File: config.mk
export PLATFORM = sky130hd
export DESIGN_NAME = cat_chaser_flat
export DESIGN_NICKNAME = d
export VERILOG_FILES = /design/src/rtl/cat_chaser_if.sv /design/src/rtl/cat_chaser.sv /design/src/flat_wrapper.sv
export SDC_FILE = /design/constraint.sdc
export NUM_CORES = 1
export LEC_CHECK = 0
export BUFFER_PORTS_ARGS = -buffer_cell sky130_fd_sc_hd__buf_2
export CORE_ASPECT_RATIO = 0.8
export CORE_MARGIN = 2
export CORE_UTILIZATION = 55
export CTS_CLUSTER_DIAMETER = 50
export DETAILED_ROUTE_END_ITERATION = 7
export HOLD_SLACK_MARGIN = 0.05
export PLACE_DENSITY = 0.84
export SLEW_MARGIN = 25
export SYNTH_ARGS = -nofsm -noshare
export SYNTH_HDL_FRONTEND = slang
export SYNTH_SLANG_ARGS = --single-unit
File: constraint.sdc
create_clock -name clock -period 4.4 [get_ports clock]
set_input_delay 0.88 -clock clock [delete_from_list [all_inputs] [get_ports clock]]
set_output_delay 0.88 -clock clock [all_outputs]
set_load 0.1 [all_outputs]
File: src/rtl/cat_chaser_if.sv
// Bundle between the Location block and the cat pursuit controller.
// Location (or a bench) drives positions/control; the chaser returns catDir.
interface cat_chaser_if;
    logic       enable;
    logic       game_over;
    logic [3:0] cat_x;
    logic [3:0] cat_y;
    logic [3:0] mouse_x;
    logic [3:0] mouse_y;
    logic [2:0] catDir;
    logic       blocked;
    logic [7:0] moves;

    modport master (
        output enable, game_over,
        output cat_x, cat_y, mouse_x, mouse_y,
        input  catDir, blocked, moves
    );

    modport slave (
        input  enable, game_over,
        input  cat_x, cat_y, mouse_x, mouse_y,
        output catDir, blocked, moves
    );
endinterface

File: src/rtl/cat_chaser.sv
// Autonomous cat pursuit: paced steps toward the mouse, axis swap when blocked.
// Optional CAT_CHASER_RANDOM_EN adds an LFSR that breaks diagonal ties.
module cat_chaser #(
    parameter int TICK_DIV = 25000000,
    parameter int CNT_W    = 25
) (
    input logic         clock,
    input logic         reset,
    cat_chaser_if.slave bus
);

    typedef enum logic [2:0] {
        IDLE, WAIT, DECIDE, ISSUE, CHECK1, CHECK2
    } state_t;

    state_t           state;
    logic [CNT_W-1:0] cnt;
    logic [2:0]       dirR;
    logic [2:0]       codeR;
    logic [3:0]       beforeX;
    logic [3:0]       beforeY;
    logic             blkR;
    logic [7:0]       movesR;

    logic [4:0] dx;
    logic [4:0] dy;
    logic [4:0] ax;
    logic [4:0] ay;
    logic       tieY;
    logic       pickX;
    logic [2:0] code;
    logic       run;
    logic       samePos;

    assign bus.catDir  = dirR;
    assign bus.blocked = blkR;
    assign bus.moves   = movesR;

    // Two's complement deltas in 5 bits; 0..15 operands never overflow.
    assign dx = {1'b0, bus.mouse_x} - {1'b0, bus.cat_x};
    assign dy = {1'b0, bus.mouse_y} - {1'b0, bus.cat_y};
    assign ax = dx[4] ? (~dx + 5'd1) : dx;
    assign ay = dy[4] ? (~dy + 5'd1) : dy;

    assign run     = bus.enable && !bus.game_over;
    assign samePos = (bus.cat_x == beforeX) && (bus.cat_y == beforeY);

`ifdef CAT_CHASER_RANDOM_EN
    logic [7:0] lfsr;

    always_ff @(posedge clock or negedge reset) begin
        if (!reset) begin
            lfsr <= 8'hA5;
        end else begin
            lfsr <= {lfsr[6:0], lfsr[7] ^ lfsr[5] ^ lfsr[4] ^ lfsr[3]};
        end
    end

    assign tieY = lfsr[0];
`else
    assign tieY = 1'b0;
`endif

    always_comb begin
        pickX = (ax > ay) || ((ax == ay) && (ax != 5'd0) && !tieY);
        if (blkR) begin
            if (pickX && (dy != 5'd0)) begin
                pickX = 1'b0;
            end else if (!pickX && (dx != 5'd0)) begin
                pickX = 1'b1;
            end
        end
        code = 3'd0;
        if ((dx != 5'd0) || (dy != 5'd0)) begin
            if (pickX) begin
                code = dx[4] ? 3'd3 : 3'd4;
            end else begin
                code = dy[4] ? 3'd1 : 3'd2;
            end
        end
    end

    always_ff @(posedge clock or negedge reset) begin
        if (!reset) begin
            state   <= IDLE;
            cnt     <= '0;
            dirR    <= 3'd0;
            codeR   <= 3'd0;
            beforeX <= 4'd0;
            beforeY <= 4'd0;
            blkR    <= 1'b0;
            movesR  <= 8'd0;
        end else if (!run) begin
            state <= IDLE;
            cnt   <= '0;
            blkR  <= 1'b0;
            dirR  <= 3'd0;
        end else begin
            unique case (state)
                IDLE: begin
                    state <= WAIT;
                    cnt   <= '0;
                end
                WAIT: begin
                    if (cnt == CNT_W'(TICK_DIV - 1)) begin
                        state <= DECIDE;
                    end else begin
                        cnt <= cnt + 1'b1;
                    end
                end
                DECIDE: begin
                    codeR   <= code;
                    dirR    <= code;
                    beforeX <= bus.cat_x;
                    beforeY <= bus.cat_y;
                    state   <= ISSUE;
                end
                ISSUE: begin
                    dirR <= 3'd0;
                    if ((codeR != 3'd0) && (movesR != 8'hFF)) begin
                        movesR <= movesR + 8'd1;
                    end
                    state <= CHECK1;
                end
                CHECK1: begin
                    state <= CHECK2;
                end
                CHECK2: begin
                    blkR  <= (codeR != 3'd0) && samePos;
                    cnt   <= '0;
                    state <= WAIT;
                end
                default: begin
                    state <= IDLE;
                end
            endcase
        end
    end

endmodule

File: src/flat_wrapper.sv
// flat-port wrapper written by rule: the top's interface ports become plain ports
module cat_chaser_flat 
#(
    parameter int TICK_DIV = 25000000,
    parameter int CNT_W    = 25
)
  (clock, reset, bus_enable, bus_game_over, bus_cat_x, bus_cat_y, bus_mouse_x, bus_mouse_y, bus_catDir, bus_blocked, bus_moves);
  cat_chaser_if bus_i ();
  input logic clock;
  input logic reset;
  input wire logic [$bits(bus_i.enable)-1:0] bus_enable;
  input wire logic [$bits(bus_i.game_over)-1:0] bus_game_over;
  input wire logic [$bits(bus_i.cat_x)-1:0] bus_cat_x;
  input wire logic [$bits(bus_i.cat_y)-1:0] bus_cat_y;
  input wire logic [$bits(bus_i.mouse_x)-1:0] bus_mouse_x;
  input wire logic [$bits(bus_i.mouse_y)-1:0] bus_mouse_y;
  output wire logic [$bits(bus_i.catDir)-1:0] bus_catDir;
  output wire logic [$bits(bus_i.blocked)-1:0] bus_blocked;
  output wire logic [$bits(bus_i.moves)-1:0] bus_moves;
  assign bus_i.enable = bus_enable;
  assign bus_i.game_over = bus_game_over;
  assign bus_i.cat_x = bus_cat_x;
  assign bus_i.cat_y = bus_cat_y;
  assign bus_i.mouse_x = bus_mouse_x;
  assign bus_i.mouse_y = bus_mouse_y;
  assign bus_catDir = bus_i.catDir;
  assign bus_blocked = bus_i.blocked;
  assign bus_moves = bus_i.moves;
  cat_chaser #(.TICK_DIV(TICK_DIV), .CNT_W(CNT_W)) u_core (.clock(clock), .reset(reset), .bus(bus_i));
endmodule
=== Word-level counts from Yosys, hierarchy flattened ===
Index checks and enable logic that the tools add are counted.

* Word-level logic and storage cells: 71
* Input bits: 20
* Output and inout port bits: 12
* Register bits: 51

* Eq/ne operators: 15
* $lt $le $gt $ge: 1
* Mux-type cells: 19
* Bitwise operators: 2
* $add $sub $neg: 6
* Reduce and logical (&&, ||, !) cells: 20

{| class="wikitable"
|+ Operator list
! kind !! number
|-
| $mux 25 || 2
|-
| $pmux 25 s2 || 1
|-
| $add 25x1->25 const B || 1
|-
| $eq 25x25->1 const B || 1
|-
| $mux 3 || 6
|-
| $pmux 3 s5 || 1
|-
| $reduce_bool 5->1 || 3
|-
| $ne 3x3->1 const B || 4
|-
| $add 5x1->5 const B || 2
|-
| $mux 5 || 2
|-
| $not 5->5 || 2
|-
| $sub 4x4->5 || 2
|-
| $add 8x1->8 const B || 1
|-
| $eq 4x4->1 || 2
|-
| $ne 8x8->1 const B || 1
|-
| $logic_and 1x1->1 || 7
|-
| $eq 3x2->1 const B || 2
|-
| $eq 3x3->1 const B || 2
|-
| $pmux 3 s2 || 1
|-
| $eq 5x5->1 || 1
|-
| $gt 5x5->1 || 1
|-
| $mux 1 || 5
|-
| $reduce_and 2->1 || 2
|-
| $eq 3x1->1 const B || 1
|-
| 8 further kinds || 10
|}

=== Longest topological paths before layout ===
* Word-level depth: 16
* Depth in mapped cells: 16
* Mapped depth without buffers: 16

=== Worst setup path after synthesis ===
Ideal clock, no wire load.

* Kind: input to register
* Start: input bus_mouse_y[0]
* End: register u_core.dirR[1], in the netlist u_core.bus.catDir[1]
* Slack: 0.493 ns
* Buffers on the path: 0
* Data arrival time: 3.837 ns
* Stages: 16
* Data required time: 4.330 ns
* Library setup time: 0.071 ns
* Path through: inv_1 > ha_1 > inv_1 > fa_1 > a21o_1 > a21o_1 > nor2_1 > xor2_1 > ha_1 > a21o_1 > a21o_1 > a221o_1 > and2_1 > o211a_1 > or4_4 > nand3_1

* Cells in the longest elaborated chain, start to end: 16
* Elaborated cells on any way between the ends: 21
* Those cells by class: add/sub: 2; order compare: 1; eq/ne: 1; mux: 9; bitwise: 1; reduce/logical: 7

{| class="wikitable"
|+ Ends and longest elaborated chain
! what !! RTL line !! source
|-
| start: declaration || flat_wrapper.sv:16 || <nowiki>input wire logic [$bits(bus_i.mouse_y)-1:0] bus_mouse_y;</nowiki>
|-
| $sub 4x4->5 * || cat_chaser.sv:41 || <nowiki>assign dy = {1'b0, bus.mouse_y} - {1'b0, bus.cat_y};</nowiki>
|-
| branches (longest 12 deep; another with $add 5x1->5) || n/a ||
|-
| $mux 3 * || cat_chaser.sv:74 || <nowiki>if ((dx != 5'd0) || (dy != 5'd0)) begin</nowiki>
|-
| $pmux 3 s2 * || cat_chaser.sv:99 || <nowiki>unique case (state)</nowiki>
|-
| $mux 3 * || cat_chaser.sv:93 || <nowiki>end else if (!run) begin</nowiki>
|-
| end signal: assignment || cat_chaser.sv:113 || <nowiki>dirR <= code;</nowiki>
|-
| end: declaration || cat_chaser.sv:18 || <nowiki>logic [2:0] dirR;</nowiki>
|}

Every way passes the cells marked *.
A chain may end at the register's enable or synchronous reset.

=== Worst setup path in the final report ===
* Start: input bus_mouse_x[0]
* End: register u_core.dirR[1], in the netlist u_core.bus.catDir[1]

* Cells in the longest elaborated chain, start to end: 16
* Elaborated cells on any way between the ends: 22
* Those cells by class: add/sub: 2; order compare: 1; eq/ne: 1; mux: 9; bitwise: 1; reduce/logical: 8

{| class="wikitable"
|+ Ends and longest elaborated chain
! what !! RTL line !! source
|-
| start: declaration || flat_wrapper.sv:15 || <nowiki>input wire logic [$bits(bus_i.mouse_x)-1:0] bus_mouse_x;</nowiki>
|-
| $sub 4x4->5 * || cat_chaser.sv:40 || <nowiki>assign dx = {1'b0, bus.mouse_x} - {1'b0, bus.cat_x};</nowiki>
|-
| branches (longest 12 deep; another with $add 5x1->5) || n/a ||
|-
| $mux 3 * || cat_chaser.sv:74 ||
|-
| $pmux 3 s2 * || cat_chaser.sv:99 ||
|-
| $mux 3 * || cat_chaser.sv:93 ||
|}

Marked as above.

==> metrics <==
min Tclk post-route between 3 and 4 ns; DRT Wirelength approximately 6200 um; Synth cell types 52; slowest stage delay, CP ~0.47 ns; FF+latch count, synth 51; Initial Util between 50% and 60%; multiplexer area fraction after synthesis 1.03%; Syn. warnings 0; Worst Tran Pin Value between 0.7 and 0.8 ns; post-CTS setup repair buffer count 0; Seq/Total Area, Yosys 40.4%; ant diodes 0; Synth Area in Adders around 8.0%; Avg Cell Area, Syn slightly above 9 sq um; Area after DPL 3380 sq um; Max clock buf depth 2; post-synth top area share approximately two fifths; Slew headroom a little over half; worst hold stages 1; first-pass GRT wire length approximately 11000 um; vias 2470; critical path endpoint category flip-flop; Total GRT Usage approximately 22%; Total Neg Setup Slack 0 ns; CTS clk-pin slew, worst paths around 0.09 ns; GR peak layer met2; met3 usage 3.92%; share of post-route cells with drive strength above 1 ~14%; GP Congestion 0.887; Global Route met2 Usage 32.5%; pin count of the biggest net entering global routing 52; IO Count 32; largest family of logic cells by synthesized area simple AND/OR/NAND/NOR gates; Setup crit start kind input pin; core footprint approximately 5500 sq um; H-tree depth 2; worst hold path type flip-flop to flip-flop; number of global-route vias before repair roughly 2.4k; EDFF count, synth 0; Hold EP u_core.bus.moves[6]; layout overhead on the synthesized area 10.9%; Rows 24; worst hold slack 0.499 ns; Worst path slowest cell fa_1; RSZ-0062 raised after global routing no; PortBufs 31; die area ~6400 sq um; CTS tree done; top cells by area, synth dfrtp_1, xnor2_1, ha_1; Cell Chain, Critical Path buf_2 -> inv_1 -> ha_1 -> inv_1 -> fa_1 -> a21o_2 -> a21oi_2 -> nand2_1 -> xnor2_1 -> ha_1 -> a21o_1 -> a221o_1 -> and2_1 -> o211a_1 -> or4_4 -> nand3_1; cell area after synthesis 3160 sq um; initial antenna violation count 0; Crit Path Max Fanout 6; # DRC 0; met1 Resource Use GR between 30% and 40%; XOR/XNOR share of the synthesized area 13.8%; Clk Latency, worst-skew pair 0.31 ns; Hold Crit Start u_core.bus.moves[6]; Reg2Reg Capture Point u_core.cnt[10]; Critical R2R Launch u_core.cnt[17]; f_max ~0.25 GHz; Num CTS Buffers 5; Slew Limit Fails 0; Post-synth top flop dfrtp_1; drt pass-1 iters 4; drt via density roughly 5.5; CP Class input pin to flip-flop; R2R cell count 7; clock root cell clkbuf_8; Post-synth ARST share 100%; syn nets between 300 and 400; dpl hpwl approximately 4700 um; synthesized instance count 340; Max-cap violations 0; compound-cell area share of the yosys netlist between 10 and 15%; average wire per cell in the routed design between 10 and 15 um; TritonCTS Sinks around 50; Die Ht between 70 and 80 um; Leak Pwr approximately 0.0016 uW; peak supply drop 0.000209 V; status finished clean; cell taking the most area after synthesis dfrtp_1; clock skew 0.00775 ns; DRT iter0 DRCs 204; Fin. Hold Viols 0; Pwr Density between 200 and 300 nW/um^2; Resized cells post-CTS 0; simple-gate share of the synthesized area about 23%; number of routed nets with antenna violations 0; grt total ovfl 0; post-route cell area roughly 3500 sq um; nets ~400; CP Data Arrival Time 4.22 ns; register-to-register setup slack about 2.1 ns; Tcrit/Tclk final around 90%; Die W between 80 and 90 um; Crit path required time ~4.6 ns; cts hold-fix bufs 0; Setup violations, final 0
synth_stat cells (3+ instances only):
cell	instances
dfrtp_1	51
nor2_1	41
nand2_1	37
xnor2_1	31
ha_1	17
inv_1	16
nand3_1	16
xor2_1	16
and3_1	13
a21oi_1	10
o21ai_0	10
nor3_1	8
clkbuf_1	7
nand4_1	6
nor4_1	5
a21o_1	4
nand2b_1	3
nor2b_1	3
nor3b_1	3
registers in the layout, indices dropped and copies added (netlist names):
register	count
u_core.bus.blocked	1
u_core.state	3
u_core.bus.catDir	3
u_core.beforeY	4
u_core.cnt	25
u_core.codeR	3
u_core.beforeX	4
u_core.bus.moves	8
stage by stage:
stage | total power, uW | utilization (%) | cells | worst slack [ns]
6_report | 1040 | 63.7 | 449 | 0.426
5_1_grt | 1090 | 63.7 | 449 | 0.247
4_1_cts | 1050 | 63.7 | 449 | 0.445
3_5_place_dp | 712 | 61.5 | 441 | 0.132
3_3_place_gp | 705 | 61.5 | 441 | 0.251
2_1_floorplan | 657 | - | 340 | 0.493
worst max-delay path by stage:
| stage | from | slack, ns | cells past startpoint | endpoint |
|---|---|---|---|---|
| finish | bus_mouse_x[0] | 0.43 | 16 | u_core.bus.catDir[1] |
| global route | bus_mouse_x[0] | 0.25 | 16 | u_core.bus.catDir[1] |
| CTS | bus_mouse_x[0] | 0.44 | 16 | u_core.bus.catDir[1] |
| detailed placement | bus_mouse_x[0] | 0.13 | 16 | u_core.bus.catDir[1] |
| global placement | bus_mouse_y[0] | 0.25 | 17 | u_core.bus.catDir[1] |
| floorplan | bus_mouse_y[0] | 0.49 | 16 | u_core.bus.catDir[1] |
critical path, delay by kind of cell:
kind	cells	cell delay, ns
fa+ha+maj	3	0.94
buf+inv	3	0.20
xor+xnor	1	0.15
compound gates	5	1.17
simple gates	4	0.86
per-layer routing:
metal	vias up	share of wire (%)
met5	-	0
met4	0	0.86
met3	5	4.6
met2	46	43
met1	1180	51
li1	1239	-
area by class of cell:
class                      instances  area, sq um
multi-input combinational        264         1780
fill                             471         2000
tap                               78         97.6
inverter                          16         60.1
clock buffer                       6         82.6
clock inverter                     2         35.0
sequential                        51         1280
timing repair buffer              32          165
power by group:
part | leakage, uW | switching (uW) | internal [uW]
combinational | 0.000872 | 130 | 102
clock | 0.0000612 | 153 | 184
sequential | 0.000711 | 2.95 | 472
cells by family after synthesis:
logic type,after synthesis
simple gates,146
flops,51
compound gates,48
xor+xnor,48
buf+inv,25
fa+ha+maj,19
mux,3
cell usage in the layout, fill, tap and decap left out, types with 2 or more instances in the layout:
cell | Yosys | layout
dfrtp_1 | 51 | 51
nor2_1 | 41 | 41
nand2_1 | 37 | 37
xnor2_1 | 31 | 31
buf_2 | 1 | 30
ha_1 | 17 | 17
inv_1 | 16 | 16
nand3_1 | 16 | 16
xor2_1 | 16 | 16
and3_1 | 13 | 13
o21ai_0 | 10 | 10
a21oi_1 | 10 | 10
nor3_1 | 8 | 8
nand4_1 | 6 | 6
clkbuf_8 | 0 | 6
nor4_1 | 5 | 5
a21o_1 | 4 | 4
nor2b_1 | 3 | 3
nor3b_1 | 3 | 3
nand2b_1 | 3 | 3
a21boi_0 | 2 | 2
or3_1 | 2 | 2
a31oi_1 | 2 | 2
or2_2 | 2 | 2
o21ba_2 | 2 | 2
o21a_1 | 2 | 2
mux2_2 | 2 | 2
o211ai_1 | 2 | 2
a32o_1 | 2 | 2
fa_1 | 2 | 2
buf_4 | 0 | 2
No activity file was read; power rests on OpenSTA's default activity.
